--- config.mk ---
export PLATFORM = sky130hd
export DESIGN_NAME = uart_cmd_wrapper
export DESIGN_NICKNAME = d
export VERILOG_FILES = /design/src/rtl/uart_cmd_pkg.sv /design/src/rtl/uart.sv /design/src/rtl/uart_cmd_wrapper.sv
export SDC_FILE = /design/constraint.sdc
export NUM_CORES = 1
export LEC_CHECK = 0
export BUFFER_PORTS_ARGS = -buffer_cell sky130_fd_sc_hd__buf_2
export CAP_MARGIN = 10
export CORE_MARGIN = 2
export CORE_UTILIZATION = 30
export CTS_CLUSTER_SIZE = 25
export DETAILED_ROUTE_END_ITERATION = 12
export GPL_TIMING_DRIVEN = 0
export HOLD_SLACK_MARGIN = 0.1
export PLACE_DENSITY = 0.54
export SLEW_MARGIN = 20
export SYNTH_ARGS = -nofsm -noshare
export SYNTH_HDL_FRONTEND = slang
export SYNTH_SLANG_ARGS = --single-unit
--- constraint.sdc ---
create_clock -name clk -period 4.31 [get_ports clk]
set_input_delay 0.2155 -clock clk [delete_from_list [all_inputs] [get_ports clk]]
set_output_delay 0.2155 -clock clk [all_outputs]
set_load 0.01 [all_outputs]
--- src/rtl/uart_cmd_pkg.sv ---
// Shared types and defaults for the knight-side UART command link.
// Consumers: uart_cmd_wrapper (top) and the testbench.
package uart_cmd_pkg;

   // Byte-assembly FSM: waiting for the high byte, or waiting for the low byte.
   typedef enum logic [0:0] {
      HIGH = 1'b0,
      LOW  = 1'b1
   } state_t;

   // Clocks allowed between high byte and low byte when the timeout is built in.
   localparam int DEFAULT_TIMEOUT_CYCLES = 100000;

   // Clocks per serial bit (19200 baud from a 50 MHz clock).
   localparam int DEFAULT_BAUD_DIV = 2604;

   // Commands are always {high_byte, low_byte}; keep that ordering in one place.
   function automatic logic [15:0] pack_cmd(input logic [7:0] hi, input logic [7:0] lo);
      return {hi, lo};
   endfunction

endpackage

--- src/rtl/uart.sv ---
// UART transceiver, 8N1, LSB first.
// TX: trmt loads tx_data and starts a frame; it is ignored while a frame is
//     in flight.  tx_done rises after the stop bit and holds until the next
//     accepted trmt.  TX idles high.
// RX: RX is double-flopped, bits are sampled mid-bit.  rx_rdy is level-held
//     from the stop-bit sample until clr_rx_rdy.  A start bit that is no longer
//     low at its mid-point is treated as a glitch and dropped.
module uart #(
   parameter int BAUD_DIV = 2604
)(
   input  logic       clk,
   input  logic       rst_n,
   input  logic       RX,
   output logic       TX,
   input  logic [7:0] tx_data,
   input  logic       trmt,
   output logic       tx_done,
   output logic [7:0] rx_data,
   output logic       rx_rdy,
   input  logic       clr_rx_rdy
);

   localparam logic [15:0] BAUD_LAST = 16'(BAUD_DIV - 1);
   localparam logic [15:0] BAUD_HALF = 16'(BAUD_DIV / 2);

   logic [9:0]  tx_shift_r;
   logic [15:0] tx_baud_r;
   logic [3:0]  tx_bit_r;
   logic        tx_busy_r;
   logic        tx_done_r;

   logic        rx_meta_r;
   logic        rx_sync_r;
   logic        rx_busy_r;
   logic [15:0] rx_baud_r;
   logic [3:0]  rx_bit_r;
   logic [7:0]  rx_shift_r;
   logic [7:0]  rx_data_r;
   logic        rx_rdy_r;
   logic        rx_stop_s;

   // Transmit shifter: frame is {stop, data, start}, shifted out LSB first.
   always_ff @(posedge clk or negedge rst_n) begin
      if (!rst_n) begin
         tx_shift_r <= 10'h3FF;
         tx_baud_r  <= 16'd0;
         tx_bit_r   <= 4'd0;
         tx_busy_r  <= 1'b0;
         tx_done_r  <= 1'b0;
      end else if (trmt && !tx_busy_r) begin
         tx_shift_r <= {1'b1, tx_data, 1'b0};
         tx_baud_r  <= 16'd0;
         tx_bit_r   <= 4'd0;
         tx_busy_r  <= 1'b1;
         tx_done_r  <= 1'b0;
      end else if (tx_busy_r) begin
         if (tx_baud_r == BAUD_LAST) begin
            tx_baud_r  <= 16'd0;
            tx_shift_r <= {1'b1, tx_shift_r[9:1]};
            if (tx_bit_r == 4'd9) begin
               tx_busy_r <= 1'b0;
               tx_done_r <= 1'b1;
               tx_bit_r  <= 4'd0;
            end else begin
               tx_bit_r <= tx_bit_r + 4'd1;
            end
         end else begin
            tx_baud_r <= tx_baud_r + 16'd1;
         end
      end
   end

   // Two-flop synchronizer on the asynchronous RX pin; idles high.
   always_ff @(posedge clk or negedge rst_n) begin
      if (!rst_n) begin
         rx_meta_r <= 1'b1;
         rx_sync_r <= 1'b1;
      end else begin
         rx_meta_r <= RX;
         rx_sync_r <= rx_meta_r;
      end
   end

   // Stop bit is being sampled this cycle: the byte is complete.
   assign rx_stop_s = rx_busy_r && (rx_baud_r == 16'd0) && (rx_bit_r == 4'd9);

   // Receive sequencer: detect start edge, then sample each bit at mid-bit.
   always_ff @(posedge clk or negedge rst_n) begin
      if (!rst_n) begin
         rx_busy_r  <= 1'b0;
         rx_baud_r  <= 16'd0;
         rx_bit_r   <= 4'd0;
         rx_shift_r <= 8'h00;
         rx_data_r  <= 8'h00;
      end else if (!rx_busy_r) begin
         if (!rx_sync_r) begin
            rx_busy_r <= 1'b1;
            rx_baud_r <= BAUD_HALF;
            rx_bit_r  <= 4'd0;
         end
      end else if (rx_baud_r != 16'd0) begin
         rx_baud_r <= rx_baud_r - 16'd1;
      end else begin
         rx_baud_r <= BAUD_LAST;
         if ((rx_bit_r == 4'd0) && rx_sync_r) begin
            rx_busy_r <= 1'b0;
         end else if (rx_bit_r == 4'd9) begin
            rx_busy_r <= 1'b0;
            rx_data_r <= rx_shift_r;
         end else begin
            rx_shift_r <= {rx_sync_r, rx_shift_r[7:1]};
            rx_bit_r   <= rx_bit_r + 4'd1;
         end
      end
   end

   // rx_rdy is held from stop-bit sample until the consumer clears it.
   always_ff @(posedge clk or negedge rst_n) begin
      if (!rst_n) begin
         rx_rdy_r <= 1'b0;
      end else if (rx_stop_s) begin
         rx_rdy_r <= 1'b1;
      end else if (clr_rx_rdy) begin
         rx_rdy_r <= 1'b0;
      end
   end

   assign TX      = tx_shift_r[0];
   assign tx_done = tx_done_r;
   assign rx_data = rx_data_r;
   assign rx_rdy  = rx_rdy_r;

endmodule

--- src/rtl/uart_cmd_wrapper.sv ---
// Knight-side end of the remote command link.
// Two received bytes (high then low) are assembled into a 16-bit cmd with a
// cmd_rdy flag; the response byte resp is sent back over the same UART.
// Optional build macro CMD_TIMEOUT_EN: abandon a half-received command if the
// low byte does not arrive within TIMEOUT_CYCLES clocks of entering LOW.
module uart_cmd_wrapper
   import uart_cmd_pkg::*;
#(
   parameter int TIMEOUT_CYCLES = DEFAULT_TIMEOUT_CYCLES,
   parameter int BAUD_DIV       = DEFAULT_BAUD_DIV
)(
   input  logic        clk,
   input  logic        rst_n,
   input  logic        RX,
   output logic        TX,
   input  logic [7:0]  resp,
   input  logic        trmt,
   output logic        tx_done,
   output logic [15:0] cmd,
   output logic        cmd_rdy,
   input  logic        clr_cmd_rdy
);

   if (TIMEOUT_CYCLES < 1) begin : g_bad_timeout
      $error("uart_cmd_wrapper: TIMEOUT_CYCLES must be at least 1");
   end

   logic [7:0]  rx_data_s;
   logic        rx_rdy_s;
   logic        clr_rx_rdy_s;
   logic        capture_high_s;
   logic        complete_s;

   state_t      state_r;
   logic [7:0]  high_byte_r;
   logic [15:0] cmd_r;
   logic        cmd_rdy_r;

   uart #(
      .BAUD_DIV (BAUD_DIV)
   ) u_uart (
      .clk        (clk),
      .rst_n      (rst_n),
      .RX         (RX),
      .TX         (TX),
      .tx_data    (resp),
      .trmt       (trmt),
      .tx_done    (tx_done),
      .rx_data    (rx_data_s),
      .rx_rdy     (rx_rdy_s),
      .clr_rx_rdy (clr_rx_rdy_s)
   );

   // Decode which byte the current rx_rdy belongs to. rx_rdy is consumed in
   // the same cycle it is seen, so the UART flag is gone before the FSM could
   // look at it a second time.
   always_comb begin
      capture_high_s = 1'b0;
      complete_s     = 1'b0;
      case (state_r)
         HIGH:    capture_high_s = rx_rdy_s;
         LOW:     complete_s     = rx_rdy_s;
         default: begin
            capture_high_s = 1'b0;
            complete_s     = 1'b0;
         end
      endcase
      clr_rx_rdy_s = capture_high_s | complete_s;
   end

`ifdef CMD_TIMEOUT_EN
   localparam int TO_W = $clog2(TIMEOUT_CYCLES + 1);
   localparam logic [TO_W-1:0] TO_LIMIT = TO_W'(TIMEOUT_CYCLES);

   logic [TO_W-1:0] to_cnt_r;
   logic            timeout_s;

   assign timeout_s = (state_r == LOW) && (to_cnt_r == TO_LIMIT);

   // Clocks spent in LOW; held at zero in HIGH so every LOW visit starts fresh.
   always_ff @(posedge clk or negedge rst_n) begin
      if (!rst_n) begin
         to_cnt_r <= {TO_W{1'b0}};
      end else if (state_r != LOW) begin
         to_cnt_r <= {TO_W{1'b0}};
      end else if (!timeout_s) begin
         to_cnt_r <= to_cnt_r + TO_W'(1);
      end
   end
`endif

   // Byte-assembly FSM; cmd only changes when a full pair has arrived.
   always_ff @(posedge clk or negedge rst_n) begin
      if (!rst_n) begin
         state_r     <= HIGH;
         high_byte_r <= 8'h00;
         cmd_r       <= 16'h0000;
      end else begin
         case (state_r)
            HIGH: begin
               if (rx_rdy_s) begin
                  high_byte_r <= rx_data_s;
                  state_r     <= LOW;
               end
            end
            LOW: begin
               if (rx_rdy_s) begin
                  cmd_r   <= pack_cmd(high_byte_r, rx_data_s);
                  state_r <= HIGH;
`ifdef CMD_TIMEOUT_EN
               end else if (timeout_s) begin
                  // Stale high byte is dropped; cmd/cmd_rdy keep the last pair.
                  high_byte_r <= 8'h00;
                  state_r     <= HIGH;
`endif
               end
            end
            default: begin
               state_r <= HIGH;
            end
         endcase
      end
   end

   // cmd_rdy: completing a pair outranks any clear in the same cycle.
   always_ff @(posedge clk or negedge rst_n) begin
      if (!rst_n) begin
         cmd_rdy_r <= 1'b0;
      end else if (complete_s) begin
         cmd_rdy_r <= 1'b1;
      end else if (clr_cmd_rdy || capture_high_s) begin
         cmd_rdy_r <= 1'b0;
      end
   end

   assign cmd     = cmd_r;
   assign cmd_rdy = cmd_rdy_r;

endmodule

---- Word level (Yosys, flattened, before mapping) ----
Index checks and enable logic that the tools add are counted.
W data, S select, Z words.
storage, ports and cells
  register bits after elaboration ......... 98
  input bits .............................. 13
  word-level logic and storage cells ...... 94
  output and inout port bits .............. 19
cells by class
  multiplexer cells ....................... 40
  equality and inequality tests ........... 7
  reduce and logical (&&, ||, !) cells .... 21
  bitwise logic cells ..................... 5
  $add $sub $neg .......................... 4
operators by type and width
  kind                     count
  $mux W16                 6
  $mux W4                  9
  $mux W10                 3
  $mux W1                  21
  $add A16 B1 Y16 const B  1
  $eq A16 B12 Y1 const B   1
  $logic_not A16 Y1        1
  $reduce_bool A16 Y1      1
  $sub A16 B1 Y16 const B  1
  $reduce_and A4 Y1        3
  $reduce_bool A2 Y1       5
  $add A4 B1 Y4 const B    2
  $eq A4 B4 Y1 const B     2
  $ne A2 B2 Y1 const B     4
  $reduce_and A2 Y1        3
  $logic_and A1 B1 Y1      4
  $logic_not A4 Y1         1
  $not A1 Y1               4
  $reduce_and A3 Y1        1
  $pmux W1 S2              1
  $logic_not A1 Y1         1
  $logic_or A1 B1 Y1       1
  $or A1 B1 Y1             1

---- Depth between registers and ports, before layout ----
  depth after elaboration ................. 5
  gate-level depth with buffers ........... 9

---- Cells and area by module ----
A second synthesis with hierarchy kept.
second synthesis, totals
  cell total of the unflattened synthesis .. 420
  area total of the unflattened synthesis .. 4,700.8 µm²
by module, submodules not included
  module            cells an instance  times used  area an instance (µm²)  seq. area each (µm²)
  uart              360                1           3,662.3                 1,790.5
  uart_cmd_wrapper  60                 1           1,038.5                 650.6

---- Worst setup path after synthesis ----
OpenSTA, ideal clock, no wires.
  kind .................................... reg-to-reg
  start ................................... register u_uart.rx_baud_r[13]
  end ..................................... register u_uart.rx_data_r[0], in the netlist u_uart.rx_data[0]
  arrival ................................. 2,289 ps
  required time ........................... 4,185 ps
  stages on the path, launching flop included .. 7
  buffers on the path ..................... 1
  setup slack ............................. 1,896 ps
  cells stage by stage .................... dfrtp_1 or4_4 or3_1 or2_1 buf_6 nor3_4 mux2_2
on the way
  longest elaborated chain between the ends .. 3
RTL lines
  what                                line         RTL
  start: declaration                  uart.sv:35   logic [15:0] rx_baud_r;
  start signal: assignment            uart.sv:102  rx_baud_r <= rx_baud_r - 16'd1;
  $reduce_bool A16 Y1                 uart.sv:101  end else if (rx_baud_r != 16'd0) begin
  $not A1 Y1 (no source line)         n/a
  $reduce_and A4 Y1 (no source line)  n/a
  end signal: assignment              uart.sv:109  rx_data_r <= rx_shift_r;
  end: declaration                    uart.sv:38   logic [7:0] rx_data_r;
Every way passes these cells.
A chain may end at the register's enable or synchronous reset.

---- Worst setup path after layout ----
  start ................................... register u_uart.rx_baud_r[0]
  end ..................................... register u_uart.rx_data_r[1], in the netlist u_uart.rx_data[1]
The elaborated chain is that of the path after synthesis.

==> flow_results.org <==
** Run status
- Result of the run :: completed

** Power
- Worst VDD drop :: 0.000184 V
- Final Total Pwr :: ~2100 uW
- Leakage dissipation :: 0.00251 uW
- Total power divided by cell area :: 388 nW/um^2

** Timing
- For the pin with the worst max-slew slack, the measured transition is approximately 0.84 ns.
- Setup violations remaining at the end of the flow were counted as 0.
- Count of pins over their slew limit :: 0
- RSZ-0062 raised after global routing :: no
- Total Neg Setup Slack :: 0 ns
- The worst path needs 2.76 ns of the cycle, external delays included.
- Post-layout worst setup margin :: between 1.5 and 2 ns
- Between clock sinks in the finished design, the worst skew comes to approximately 0.011 ns.
- The worst pin sits at a relative slew slack of 43.6%.
- Derived from the worst setup path, the maximum achievable clock frequency is ~360 MHz.
- The hold violation total from the final report is 0.
- The final critical path takes up between 60% and 70% of the cycle.

** Finish
- Final Instance Count excl. Fillers :: between 600 and 700
- Post-layout net count :: 487
- The post-route netlist has 22.8% of its cells at a drive strength greater than 1.
- The library cell used most frequently in the layout, excluding fill and tap cells, is sky130_fd_sc_hd__dfrtp_1.
- Commonest cells after routing, fill and taps aside :: sky130_fd_sc_hd__dfrtp_1 (86), sky130_fd_sc_hd__nand2_1 (52), sky130_fd_sc_hd__mux2_2 (41)
- Cells fill between 30% and 40% of the core in the end.
- FILL cells :: 1448
- Syn-to-layout area delta :: 18.8%
- The repair_antennas step left the layout with diodes totalling 0.

** CTS
- After clock tree synthesis, the flow added hold-fix buffers numbering 10.
- Number of gates given a new drive strength after cts :: 0
- No sink is reached through more buffers than the 2 on the longest clock path.
- Clock buffer count from CTS :: 9
- Clock network latency to the later pin of the worst-skew pair :: 0.36 ns
- The clock tree synthesis step divided the H-tree into 3 levels.
- Clock root buffer :: sky130_fd_sc_hd__clkbuf_16
- Clock sink count :: 97
- Clock-pin transition on the worst setup and hold timing paths :: 0.08 ns
- TritonCTS built the clock tree.
- Number of post-CTS setup repair buffers :: 0

** Placed design
- Post-Place Cells :: 628
- The congestion estimate from routability-driven global placement came to ~0.8.
- HPWL after detailed placement :: 6.08 mm
- Number of input and output port buffers inserted :: 31
- Timing analysis after detailed placement gives a worst setup slack of approximately 1.5 ns.

** Detailed routing
- First drt pass iteration count :: 4
- Via total after detailed routing :: 3295
- After detailed routing, the number of remaining DRC violations is 0.
- In the routed layout, each cell is associated on average with a via count of 5.04.
- Routed len/inst :: 14.0 um
- The count of nets left with antenna violations once routing finished came out at 0.
- The final layout contains routed wiring with a total length of a little over 9 mm.
- Number of design-rule violations left by the first detailed-router iteration :: 258

** Yosys
- Distinct cells, synth :: 52
- Sequential-to-total area share from yosys stat :: a little over half
- The number of nets in the synthesized netlist is 434.
- The synthesized design contains 0 enable-type register cells.
- After synthesis, the share of flip-flops with an asynchronous set or reset is 100%.
- Area share of the largest cell type after synthesis :: 48.2%
- Number of instances in the synthesized netlist :: ~400
- Post-Synthesis Cell Area :: approximately 4500 um^2
- Synth warnings :: 0
- Counting flops and latches in the post-synthesis netlist gives 97.
- Per-instance average area after synthesis :: about 11 um^2
- Area leader, netlist :: sky130_fd_sc_hd__dfrtp_1
- For this run, the leading register cell type out of synthesis is sky130_fd_sc_hd__dfrtp_1.
- Synth area leaders :: sky130_fd_sc_hd__dfrtp_1 (48%), sky130_fd_sc_hd__mux2_2 (10%), sky130_fd_sc_hd__dfstp_2 (6.5%), sky130_fd_sc_hd__nand2_1 (4.4%), sky130_fd_sc_hd__a21oi_1 (3.4%)

** Critical path
- For the worst setup path, the data required time is 4.55 ns.
- Max Fanout on Critical Path :: 9
- Crit Path Class :: reg2reg
- Category of the worst setup path launch point :: flop
- Data arrival time of the critical path :: 3.00 ns
- STA classifies the critical path endpoint as a flop.

** GRT
- The total overflow left after global routing is 0.
- Entering global routing, the biggest net connects 77 pins.
- The first global-routing pass estimated between 15 and 20 mm of wire.
- Global-route usage over all layers :: 12.2%
- Initial antenna violation count :: 0
- Via count of the first global-routing pass :: ~3400

** Floorplanning
- The die covers 15900 um^2.
- Die boundary width :: between 100 and 150 um
- Row generation in the floorplan step produced 44 rows.
- Core Box Area :: approximately 15000 um^2
- Die height :: 126 um
- Initial standard-cell utilization of the core :: 30.7%
- I/O pins :: 32

** Min path
- The min-delay analysis places its worst path in the category in2reg.

** Flow run
- Across the run, the number of max-cap violations was 0.
-- cell families after synthesis --
group                    count (synthesis)  share of synthesized area [%]
multiplexers                            44                           11.0
AO/OA/AOI/OAI                           93                           12.9
buffers and inverters                   31                           2.77
AND/OR/NAND/NOR                        134                           15.3
XOR/XNOR                                 4                          0.785
adder cells (fa/ha/maj)                  9                           2.52
flip-flops                              97                           54.7
-- path summary, 6_finish.rpt --
check | from | endpoint | slack [ns] | cells after the start
setup / recovery | u_uart.rx_baud_r[0] | u_uart.rx_data[1] | 1.55 | 8
hold / removal | clr_cmd_rdy | cmd_rdy | 0.15 | 3
setup reg to reg | u_uart.rx_baud_r[0] | u_uart.rx_data[1] | 1.55 | 8
hold reg to reg | u_uart.rx_meta_r | u_uart.rx_sync_r | 0.35 | 0
max in group asynchronous | rst_n | u_uart.tx_shift_r[3] | 3.34 | 3
min in group asynchronous | rst_n | u_uart.rx_shift_r[6] | 0.28 | 2
-- state kept, by name, indices dropped and copies added (netlist names) --
signal             count
cmd_rdy                1
u_uart.tx_bit_r        4
u_uart.tx_baud_r      16
high_byte_r            8
u_uart.rx_rdy          1
u_uart.tx_shift_r      9
u_uart.rx_bit_r        4
u_uart.rx_baud_r      16
u_uart.rx_data         8
u_uart.rx_sync_r       1
u_uart.tx_busy_r       1
u_uart.rx_busy_r       1
u_uart.rx_meta_r       1
u_uart.tx_done         1
u_uart.rx_shift_r      8
cmd                   16
state_r                1
-- per-layer routing --
| metal | share of wire (%) | GRT usage [%] | up-vias |
|---|---|---|---|
| met5 | 0 | 0 | - |
| met3 | 3.4 | 3.95 | 10 |
| met1 | 47 | 14.7 | 1648 |
| met2 | 49 | 20.8 | 37 |
| li1 | - | - | 1600 |
| met4 | 1.3 | 3.43 | 0 |
-- report_power, final --
group | switching, uW | internal, uW | total, uW | leakage, uW
Combinational | 76.3 | 76.3 | 153 | 0.00111
Clock | 386 | 467 | 854 | 0.000157
Sequential | 76.3 | 977 | 1050 | 0.00124
Total | 539 | 1520 | 2060 | 0.00251
-- Yosys cell counts (all sizes together), types with 3 or more instances --
library cell / number
dfrtp: 86
a22oi: 5
a41o: 3
nor3: 11
nand2: 52
nand2b: 4
mux2i: 3
nor2b: 4
dfstp: 11
o21ai: 21
or3: 6
nand3: 17
mux2: 41
nor4: 5
a21oi: 30
a31oi: 11
a22o: 3
ha: 9
buf: 4
nor2: 15
and3: 4
inv: 14
clkbuf: 13
a21o: 5
xnor2: 3
-- layout make-up --
class / count / area (um^2) / share of cell area, %
Inverter: 14 / 52.6 / 0.991
Clock buffer: 9 / 225 / 4.25
Sequential cell: 97 / 2440 / 46.0
Tap cell: 184 / 230 / 4.34
Multi-Input combinational cell: 284 / 1900 / 35.8
Timing Repair Buffer: 42 / 289 / 5.45
Clock inverter: 7 / 95.1 / 1.79
Buffer: 17 / 71.3 / 1.34
-- worst max-delay path: stages (launching register included) --
cell and delay (ns):
sky130_fd_sc_hd__dfrtp_1 0.39, sky130_fd_sc_hd__inv_1 0.09, sky130_fd_sc_hd__ha_1 0.19, sky130_fd_sc_hd__nor3b_1 0.40, sky130_fd_sc_hd__nand3_1 0.35, sky130_fd_sc_hd__or2_1 0.32
sky130_fd_sc_hd__buf_6 0.15, sky130_fd_sc_hd__nor3_4 0.37, sky130_fd_sc_hd__mux2_2 0.39
-- through the flow --
stage,hold WS (ns),area [um^2]
final,0.153,5310
after global routing,0.153,5310
after CTS,0.141,5310
after detailed placement,0.0879,4880
after global placement,0.323,4850
after floorplan,-0.0801,4470
Power figures use the tool's default switching activity.
